File: src/rtl/channel_regs.sv
// Register front-end for one sound channel: decodes NRx1-NRx4 byte writes, keeps the
// length counter and channel status, and stretches trigger requests onto a 64 Hz tick.
module channel_regs (
   input  logic        clk,
   input  logic        reset,
   input  logic        wr_en,
   input  logic [1:0]  wr_addr,
   input  logic [7:0]  wr_data,
   input  logic        tick_64,
   input  logic        tick_256,
   output logic [3:0]  starting_volume,
   output logic        envelope_add,
   output logic [2:0]  period,
   output logic        trigger,
   output logic [10:0] freq,
   output logic        dac_on,
   output logic        channel_on
);

   logic [7:0]  nrx2_q, nrx2_d;
   logic [10:0] freq_q, freq_d;
   logic [6:0]  len_cnt_q, len_cnt_d;
   logic        len_en_q, len_en_d;
   logic        trigger_pend_q, trigger_pend_d;
   logic        channel_on_q, channel_on_d;

   logic        wr_nrx1, wr_nrx2, wr_nrx3, wr_nrx4, trig_evt;

   always_comb begin
      wr_nrx1  = wr_en && (wr_addr == 2'd0);
      wr_nrx2  = wr_en && (wr_addr == 2'd1);
      wr_nrx3  = wr_en && (wr_addr == 2'd2);
      wr_nrx4  = wr_en && (wr_addr == 2'd3);
      trig_evt = wr_nrx4 && wr_data[7];
   end

   always_comb begin
      nrx2_d         = nrx2_q;
      freq_d         = freq_q;
      len_cnt_d      = len_cnt_q;
      len_en_d       = len_en_q;
      channel_on_d   = channel_on_q;

      if (wr_nrx2) nrx2_d = wr_data;
      if (wr_nrx3) freq_d[7:0] = wr_data;
      if (wr_nrx4) begin
         freq_d[10:8] = wr_data[2:0];
         len_en_d     = wr_data[6];
      end

      // A pending request only clears on a tick; a repeat trigger never extends it.
      trigger_pend_d = trigger_pend_q ? !tick_64 : trig_evt;

      // Length load and trigger both outrank the 256 Hz decrement; the decrement
      // uses the len_en value from before this cycle's write.
      if (wr_nrx1) begin
         len_cnt_d = 7'd64 - {1'b0, wr_data[5:0]};
      end else if (trig_evt) begin
         if (len_cnt_q == 7'd0) len_cnt_d = 7'd64;
      end else if (tick_256 && len_en_q && (len_cnt_q != 7'd0)) begin
         len_cnt_d = len_cnt_q - 7'd1;
         if (len_cnt_q == 7'd1) channel_on_d = 1'b0;
      end

      if (trig_evt) channel_on_d = dac_on;
      if (wr_nrx2 && (wr_data[7:3] == 5'd0)) channel_on_d = 1'b0;
   end

   always_ff @(posedge clk or posedge reset) begin
      if (reset) begin
         nrx2_q         <= 8'd0;
         freq_q         <= 11'd0;
         len_cnt_q      <= 7'd0;
         len_en_q       <= 1'b0;
         trigger_pend_q <= 1'b0;
         channel_on_q   <= 1'b0;
      end else begin
         nrx2_q         <= nrx2_d;
         freq_q         <= freq_d;
         len_cnt_q      <= len_cnt_d;
         len_en_q       <= len_en_d;
         trigger_pend_q <= trigger_pend_d;
         channel_on_q   <= channel_on_d;
      end
   end

   assign starting_volume = nrx2_q[7:4];
   assign envelope_add    = nrx2_q[3];
   assign period          = nrx2_q[2:0];
   assign dac_on          = |nrx2_q[7:3];
   assign trigger         = trigger_pend_q;
   assign freq            = freq_q;
   assign channel_on      = channel_on_q;

endmodule

File: config.mk
export PLATFORM = sky130hd
export DESIGN_NAME = channel_regs
export DESIGN_NICKNAME = d
export VERILOG_FILES = /design/src/rtl/channel_regs.sv
export SDC_FILE = /design/constraint.sdc
export NUM_CORES = 1
export LEC_CHECK = 0
export CAP_MARGIN = 20
export CORE_ASPECT_RATIO = 1.4
export CORE_MARGIN = 1.5
export CORE_UTILIZATION = 30
export DETAILED_ROUTE_END_ITERATION = 6
export SYNTH_ARGS = -nofsm -noshare
export SYNTH_HDL_FRONTEND = slang
export SYNTH_SLANG_ARGS = --single-unit
export TNS_END_PERCENT = 100
File: constraint.sdc
create_clock -name clk -period 4.06 [get_ports clk]
set_clock_uncertainty 0.1 [all_clocks]
set_input_delay 0.609 -clock clk [delete_from_list [all_inputs] [get_ports clk]]
set_output_delay 0.609 -clock clk [all_outputs]
set_load 0.1 [all_outputs]
==> metrics.md, run 1 <==
| Metric | Value |
|---|---|
| Worst Path Max Fanout | `3` |
| Initial drt markers | `44` |
| Final GP Congestion | `0.784` |
| Max-slew headroom | `34.2%` |
| Area Overhead vs Synth | `37.7%` |
| CTS HTree Levels | `2` |
| RSZ-0062 raised after global routing | `false` |
| Antenna violations before repair | `0` |
| Crit end category | `primary output` |
| Post-DP HPWL | `2980 µm` |
| Syn_area_per_cell | `11.3 µm²` |
| I/O Buffers | `36` |
| Cell with the most instances after synthesis | `dfrtp_1` |
| WS Path Type | `reg -> out` |
| Finished Cell Area | `2080 µm²` |
| Maximum Capacitance Violations | `0` |
| Vias in the first global route | `1327` |
| DR pass1 iterations | `4` |
| Total GRT Usage | `15.3%` |
| Register area share after synthesis | `48.1%` |
| Avg Vias per Cell | `5.11` |
| CP required | `3.35 ns` |
| Min-Delay Path Class | `reg -> reg` |
| Setup TNS | `0 ns` |
| Post-DP Area | `1960 µm²` |
| Syn nets | `153` |
| Residual DRC | `0` |
| Final Setup Violations | `0` |
| # placed instances | `232` |
| Core ar. | `4840 µm²` |
| Nets | `194` |
| PnR worst setup slack | `1.34 ns` |
| Synth cell count leaders | `29 x dfrtp_1, 14 x mux2_2, 11 x nand2_1, 9 x o21ai_0` |
| Clk sink count | `29` |
| CTS Buf Count | `5` |
| Number of I/O pins | `37` |
| Chip Height | `86.9 µm` |
| Primary FF master, synth | `dfrtp_1` |
| Buffer type at the clock tree root | `clkbuf_8` |
| Post-Synthesis Cell Area | `1510 µm²` |
| Routed len/inst | `15.8 µm` |
| First-pass GRT wire length | `6490 µm` |
| DR vias | `1226` |
| Pleak | `0.000865 µW` |
| EDFF count, synth | `0` |
| Die ar. | `5470 µm²` |
| FP Rows | `30` |
| Synth Warn # | `0` |
| Hold buffer count at cts | `0` |
| Cell taking the most area after synthesis | `dfrtp_1` |
| Maximum vdd drop | `0.000345 V` |
| Tmin final | `2.72 ns` |
| Bufs on Longest Clock Path | `2` |
| Startpoint types | `flop` |
| Later-pin clock latency in the skew report | `0.29 ns` |
| Seq cells post-synth | `29` |
| DRT Wirelength | `3780 µm` |
| Final Cycle Share | `67.0%` |
| Synth top area cells | `dfrtp_1 48%, mux2_2 10%, ha_1 3.3%` |
| Number of fill cells | `468` |
| Max Transition Viols Final | `0` |
| Least-Margin Pin Slew | `0.984 ns` |
| Peak Freq | `368 MHz` |
| Die width | `62.9 µm` |
| Final hold violations | `0` |
| # Post-CTS Setup Buffers | `0` |
| Total gr overflow | `0` |
| Largest net degree at the start of global routing | `24` |
| Run status | `completed` |
| Clk slew on worst S/H paths | `0.07 ns` |
| Async SR Flop Fraction | `100%` |
| Final cell count without fillers | `240` |
| ANT cells | `0` |
| Layout cell share with drive strength beyond 1 | `17.0%` |
| Crit path DAT | `2.01 ns` |
| Count of cell types in the netlist | `41` |
| Cells after Synth | `134` |
| Initial core utilization | `31.2%` |
| TritonCTS clock tree | `yes` |
| Pre-CTS worst setup slack | `1.45 ns` |
| Tot Pwr | `1400 µW` |
| # resized after CTS | `0` |
| Routed Antenna Nets | `0` |
| Power per cell area | `672 nW/µm²` |
| Share of the synthesized area in the top cell type | `48.1%` |
power breakdown:
part           leakage, µW  internal, µW  switching [µW]  total, µW
clock            0.0000574           199             116        315
combinational     0.000456           206             442        648
sequential        0.000352           361            73.4        434
cell families (layout without fill, tap and decap cells):
family	count (synthesis)	count (layout)	synth area share, %
simple gates	47	47	19.5
fa+ha+maj	4	4	3.32
compound gates	24	24	11.2
mux	18	18	13.8
xor+xnor	2	2	1.16
buf+inv	10	52	2.99
flops	29	29	48.1
flip-flops by register name (all words and copies together) (netlist names):
name,cells
freq,11
nrx2_q,8
len_en_q,1
len_cnt_q,7
channel_on,1
trigger,1
area by class of cell:
type                    count  area, µm²  area share (%)
multi-input cells          95        738            35.5
flip-flops and latches     29        726            34.9
clock buffers               6       82.6            3.97
well taps                  64       80.1            3.85
inverters                   7       26.3            1.26
repair buffers             37        388            18.7
clock inverters             2       37.5            1.81
per-stage QoR:
stage | util (%) | hold WS (ns)
after floorplan | - | 0.429
after global placement | 39.9 | 0.362
after detailed placement | 40.4 | 0.384
after CTS | 42.9 | 0.393
after global routing | 42.9 | 0.425
final | 42.9 | 0.386
routing by layer:
metal / wire length, µm / part of all wire, % / global-route usage, % / up-vias
li1: - / - / - / 582
met3: 134 / 3.5 / 3.88 / 6
met5: 0 / 0 / 0 / -
met1: 1650 / 44 / 18.5 / 601
met4: 57 / 1.5 / 5.25 / 0
met2: 1940 / 51 / 26.5 / 37
critical path, stage by stage (launching register included):
cell             delay [ns]
dfrtp_1                0.40
nor3_1                 0.22
nand2_1                0.12
clkdlybuf4s50_1        0.98
cell usage in the layout (no fill, tap or decap), drive strengths merged, types with 2 or more instances in the layout:
cell / instances
a21o: 2
a2bb2oi: 2
a31oi: 2
clkbuf: 6
clkdlybuf4s50: 36
dfrtp: 29
ha: 4
inv: 7
mux2: 16
mux2i: 2
nand2: 11
nand2b: 3
nand3: 7
nand3b: 2
nand4: 4
nor2: 4
nor3: 3
nor3b: 2
nor4b: 2
o21ai: 9
or3: 3
or4: 2
final timing paths:
path	start	end	slack, ns	depth (start not counted)
max	nrx2_q[3]	dac_on	1.34	3
min	trigger	trigger	0.39	1
max reg2reg	len_cnt_q[0]	len_cnt_q[1]	1.99	6
min reg2reg	trigger	trigger	0.39	1
max in group asynchronous	reset	len_cnt_q[5]	2.92	3
min in group asynchronous	reset	freq[7]	0.50	2
Power figures use the tool's default switching activity.
==> run 2: changes to the inputs <==
Clock period 4.06 ns to 2.8 ns, I/O delays scaled along.
==> run 2 against run 1 <==
Via count rose by 0.57%. Utilization shrank 1.7 points. Register-to-register slack got worse by 1.3 ns. Wire length fell by 0.90%. Clock power is 14% higher. Setup slack lost 0.66 ns. Cell count up 0.83%. Count of clock-buffer cells in the layout did not move. Combinational power rose by 42%. Hold slack worse by 0.013 ns. Non-clock buffer count increased by 2. Critical path depth rose by 3. Largest power group unchanged.
==> metrics.md, run 2 (synthesis results as in run 1) <==
| Metric | Value |
|---|---|
| DR pass1 iterations | `5` |
| Initial drt markers | `54` |
| Total GRT Usage | `14.3%` |
| Die ar. | `5470 µm²` |
| Reg2reg start | `len_cnt_q[0]` |
| Final cell count without fillers | `242` |
| Antenna violations before repair | `0` |
| DR vias | `1233` |
| # resized after CTS | `0` |
| Total gr overflow | `0` |
| Routed len/inst | `15.5 µm` |
| Clk slew on worst S/H paths | `0.07 ns` |
| WHS Path Cells | `1` |
| Layout cell share with drive strength beyond 1 | `30.3%` |
| Bufs on Longest Clock Path | `2` |
| Post-DP HPWL | `2880 µm` |
| Hold slack | `0.373 ns` |
| Final Setup Violations | `0` |
| R2R cell count | `6` |
| Hold buffer count at cts | `0` |
| Maximum vdd drop | `0.000435 V` |
| Initial core utilization | `31.2%` |
| Most frequent cells in the layout | `29 x dfrtp_1, 25 x buf_4, 14 x mux2_2, 14 x clkdlybuf4s50_1, 11 x nand2_1` |
| Maximum Capacitance Violations | `0` |
| DRT Wirelength | `3750 µm` |
| Routed Antenna Nets | `0` |
| Tmin final | `2.12 ns` |
| Flop-to-flop setup slack | `0.68 ns` |
| Largest net degree at the start of global routing | `30` |
| Least-Margin Pin Slew | `0.574 ns` |
| RSZ-0062 raised after global routing | `false` |
| Nets | `196` |
| Area Overhead vs Synth | `32.2%` |
| # Post-CTS Setup Buffers | `0` |
| I/O Buffers | `36` |
| FP Rows | `30` |
| WS Path Type | `reg -> reg` |
| Residual DRC | `0` |
| Min-Delay Path Class | `reg -> reg` |
| Setup TNS | `0 ns` |
| Most common cell after layout, fill and taps aside | `dfrtp_1` |
| Core ar. | `4840 µm²` |
| Number of I/O pins | `37` |
| Hold Path Sink | `trigger` |
| Max reg flops | `11` |
| CTS HTree Levels | `2` |
| Chip Height | `86.9 µm` |
| Crit end category | `flop` |
| Crit path DAT | `2.18 ns` |
| Startpoint types | `flop` |
| Worst Path Max Fanout | `6` |
| Hold Startpoint | `trigger` |
| Post-DP Area | `1900 µm²` |
| Pleak | `0.000883 µW` |
| Power per cell area | `959 nW/µm²` |
| Avg Vias per Cell | `5.10` |
| Later-pin clock latency in the skew report | `0.28 ns` |
| Buffer type at the clock tree root | `clkbuf_8` |
| Clk sink count | `29` |
| TritonCTS clock tree | `yes` |
| First-pass GRT wire length | `5960 µm` |
| Final Cycle Share | `75.6%` |
| R2R Path End | `len_cnt_q[1]` |
| # placed instances | `234` |
| Final hold violations | `0` |
| Run status | `completed` |
| Finished Cell Area | `1990 µm²` |
| ANT cells | `0` |
| Max Transition Viols Final | `0` |
| Max-slew headroom | `61.5%` |
| CP required | `2.86 ns` |
| CTS Buf Count | `5` |
| Final GP Congestion | `0.889` |
| Vias in the first global route | `1224` |
| Peak Freq | `473 MHz` |
| Die width | `62.9 µm` |
[run 2: layout make-up]
cell class                 count  area, µm²
tap                           64       80.1
clock inverter                 2       13.8
inverter                       7       26.3
sequential                    29        726
fill                         478       2850
timing repair buffer          39        328
clock buffer                   6       82.6
multi-input combinational     95        738
[run 2: critical path: stages (launching register included)]
cell      delay (ns)
dfrtp_1         0.44
inv_1           0.09
ha_1            0.24
nor4b_4         0.16
a211oi_2        0.41
nand2b_4        0.26
mux2_4          0.31
[run 2: routing by layer]
metal	routed length, µm	global-route usage (%)	up-vias
li1	-	-	583
met1	1560	16.0	594
met2	1940	25.5	43
met3	152	2.72	13
met4	94	7.68	0
met5	0	0	-
[run 2: how the worst max path moves through the flow]
| stage | from | endpoint | slack [ns] |
|---|---|---|---|
| final | len_cnt_q[0] | len_cnt_q[1] | 0.68 |
| after global routing | len_cnt_q[0] | len_cnt_q[1] | 0.60 |
| after CTS | len_cnt_q[0] | len_cnt_q[1] | 0.71 |
| after detailed placement | wr_addr[0] | len_cnt_q[1] | 0.45 |
| after global placement | wr_addr[0] | len_cnt_q[0] | 0.51 |
| after floorplan | nrx2_q[3] | dac_on | 0.53 |
[run 2: power breakdown]
part,internal (µW),switching (µW),leakage (µW)
combinational,277,643,0.000480
sequential,523,111,0.000352
clock,199,160,0.0000512
total,999,913,0.000883
[run 2: through the flow]
stage / setup slack, ns / total power, µW / utilization [%]
2_1_floorplan: 0.526 / 1330 / -
3_3_place_gp: 0.513 / 1540 / 39.2
3_5_place_dp: 0.447 / 1560 / 39.2
4_1_cts: 0.705 / 1930 / 41.2
5_1_grt: 0.601 / 2000 / 41.2
6_report: 0.684 / 1910 / 41.2
==> run 3: changes to the inputs <==
Clock period 2.8 ns to 1.8 ns, I/O delays scaled along.
==> run 3 against run 2 <==
Die area stayed put. Global-route usage rose by 2.1 points. Clock power increased by 39%. Register-to-register slack worse by 0.67 ns. Via count up 9.5%. First-iteration DRC count up 65%. Fmax up 19%. Critical endpoint is now len_cnt_q[0].
==> metrics.md, run 3 (synthesis results as in run 1) <==
| Metric | Value |
|---|---|
| Run status | `completed` |
| ANT cells | `0` |
| WS Path Type | `reg -> reg` |
| DR vias | `1350` |
| TritonCTS clock tree | `yes` |
| Pleak | `0.00112 µW` |
| Flop-to-flop setup slack | `0.02 ns` |
| Total gr overflow | `0` |
| Post-DP Area | `2410 µm²` |
| Startpoint types | `flop` |
| Min-Delay Path Class | `in -> async` |
| R2R cell count | `7` |
| CP cell instances | `inv_2 > ha_4 > nor4b_4 > a31oi_1 > buf_4 > nand2b_4 > mux2_4` |
| Crit-path max cell delay | `0.39 ns` |
| Final GP Congestion | `0.794` |
| First-pass GRT wire length | `6940 µm` |
| Hold buffer count at cts | `0` |
| Sequential share of power | `29.5%` |
| Vias in the first global route | `1472` |
| Number of I/O pins | `37` |
| Max-slew headroom | `74.6%` |
| Area Overhead vs Synth | `66.9%` |
| CP max-delay cell | `dfrtp_1` |
| Bufs on Longest Clock Path | `2` |
| Buffer type at the clock tree root | `clkbuf_8` |
| Setup TNS | `0 ns` |
| Part of the power in combinational logic | `55.9%` |
| Maximum vdd drop | `0.000639 V` |
| Routed len/inst | `15.0 µm` |
| Least-Margin Pin Slew | `0.381 ns` |
| CTS Buf Count | `5` |
| CP required | `1.85 ns` |
| Avg Vias per Cell | `4.95` |
| Largest net degree at the start of global routing | `30` |
| Crit end category | `flop` |
| Antenna violations before repair | `0` |
| Die width | `62.9 µm` |
| Maximum Capacitance Violations | `0` |
| Clk sink count | `29` |
| Post-DP HPWL | `3210 µm` |
| Switch Pwr | `1510 µW` |
| Max Transition Viols Final | `0` |
| Clk slew on worst S/H paths | `0.06 ns` |
| Die ar. | `5470 µm²` |
| I/O Buffers | `36` |
| RSZ-0062 raised after global routing | `true` |
| Max reg flops | `11` |
| DRT Wirelength | `4090 µm` |
| Layout cell share with drive strength beyond 1 | `45.0%` |
| Nets | `227` |
| Peak Freq | `561 MHz` |
| Clk pwr share | `14.6%` |
| R2R Path End | `len_cnt_q[0]` |
| Later-pin clock latency in the skew report | `0.27 ns` |
| Final hold violations | `0` |
| Reg2reg start | `len_cnt_q[0]` |
| Worst Path Max Fanout | `5` |
| Final cell count without fillers | `273` |
| Sw Share | `44.2%` |
| Power per cell area | `1360 nW/µm²` |
| Final Setup Violations | `0` |
| Initial drt markers | `89` |
| Initial core utilization | `31.2%` |
| Most frequent cells in the layout | `34 x buf_4, 24 x dfrtp_1, 22 x buf_12` |
| Chip Height | `86.9 µm` |
| # placed instances | `264` |
| Crit path DAT | `1.84 ns` |
| Internal | `1910 µW` |
| Final Cycle Share | `99.1%` |
| Core ar. | `4840 µm²` |
| DR pass1 iterations | `4` |
| CTS HTree Levels | `2` |
| Routed Antenna Nets | `0` |
| Residual DRC | `0` |
| Hold slack | `0.276 ns` |
| Most common cell after layout, fill and taps aside | `buf_4` |
| Total GRT Usage | `16.4%` |
| Tmin final | `1.78 ns` |
| Finished Cell Area | `2520 µm²` |
| FP Rows | `30` |
-- run 3: cell types whose count changed in the layout (fill, tap and decap cells not counted), sizes merged --
cell	before	now
dlymetal6s2s	0	1
buf	25	56
clkdlybuf4s50	14	13
-- run 3: what timing repair did --
| action | CTS | global route |
|---|---|---|
| pin swaps | 1 | 1 |
| endpoints found under the setup margin | 3 | 5 |
| setup buffers | 1 | 1 |
| resized for setup | 3 | 2 |
-- run 3: worst max path at each step --
stage                            start  depth (start not counted)            to
after floorplan           len_cnt_q[0]                          6  len_cnt_q[0]
after global placement      wr_addr[1]                          7  len_cnt_q[0]
after detailed placement    wr_addr[0]                          6  len_cnt_q[1]
after CTS                 len_cnt_q[0]                          7  len_cnt_q[0]
after global routing      len_cnt_q[1]                          7  len_cnt_q[1]
final                     len_cnt_q[0]                          7  len_cnt_q[0]
-- run 3: area by class of cell --
type	count	area, µm²
timing repair buffer	70	838
clock inverter	2	10.0
clock buffer	6	72.6
tap	64	80.1
sequential	29	732
multi-input combinational	95	759
fill	427	2320
inverter	7	26.3
-- run 3: stage by stage --
stage | worst slack, ns | total power [µW] | utilization [%]
after floorplan | 0.000910 | 2080 | -
after global placement | -0.168 | 2850 | 49.8
after detailed placement | -0.211 | 2880 | 49.8
after CTS | 0.0248 | 3420 | 51.7
after global routing | -0.0648 | 3590 | 52.0
final | 0.0164 | 3410 | 52.0
-- run 3: worst max-delay path, delay by kind of cell (launching register included) --
family          cells  cell delay [ns]
compound gates      1             0.14
fa+ha+maj           1             0.13
buf+inv             2             0.24
flops               1             0.39
mux                 1             0.30
simple gates        2             0.36
-- run 3: layer usage --
| layer | up-vias | global-route usage [%] | share of wire (%) |
|---|---|---|---|
| met2 | 34 | 30.4 | 54 |
| met3 | 8 | 4.01 | 3.9 |
| met1 | 664 | 17.6 | 40 |
| li1 | 644 | - | - |
| met5 | - | 0 | 0 |
| met4 | 0 | 7.07 | 2.1 |
-- run 3: power groups by stage --
stage                     clock, µW  sequential (µW)  combinational [µW]
after floorplan                   0             1590                 490
after global placement            0             1000                1850
after detailed placement          0             1010                1870
after CTS                       525             1010                1890
after global routing            550             1030                2010
final                           499             1010                1910
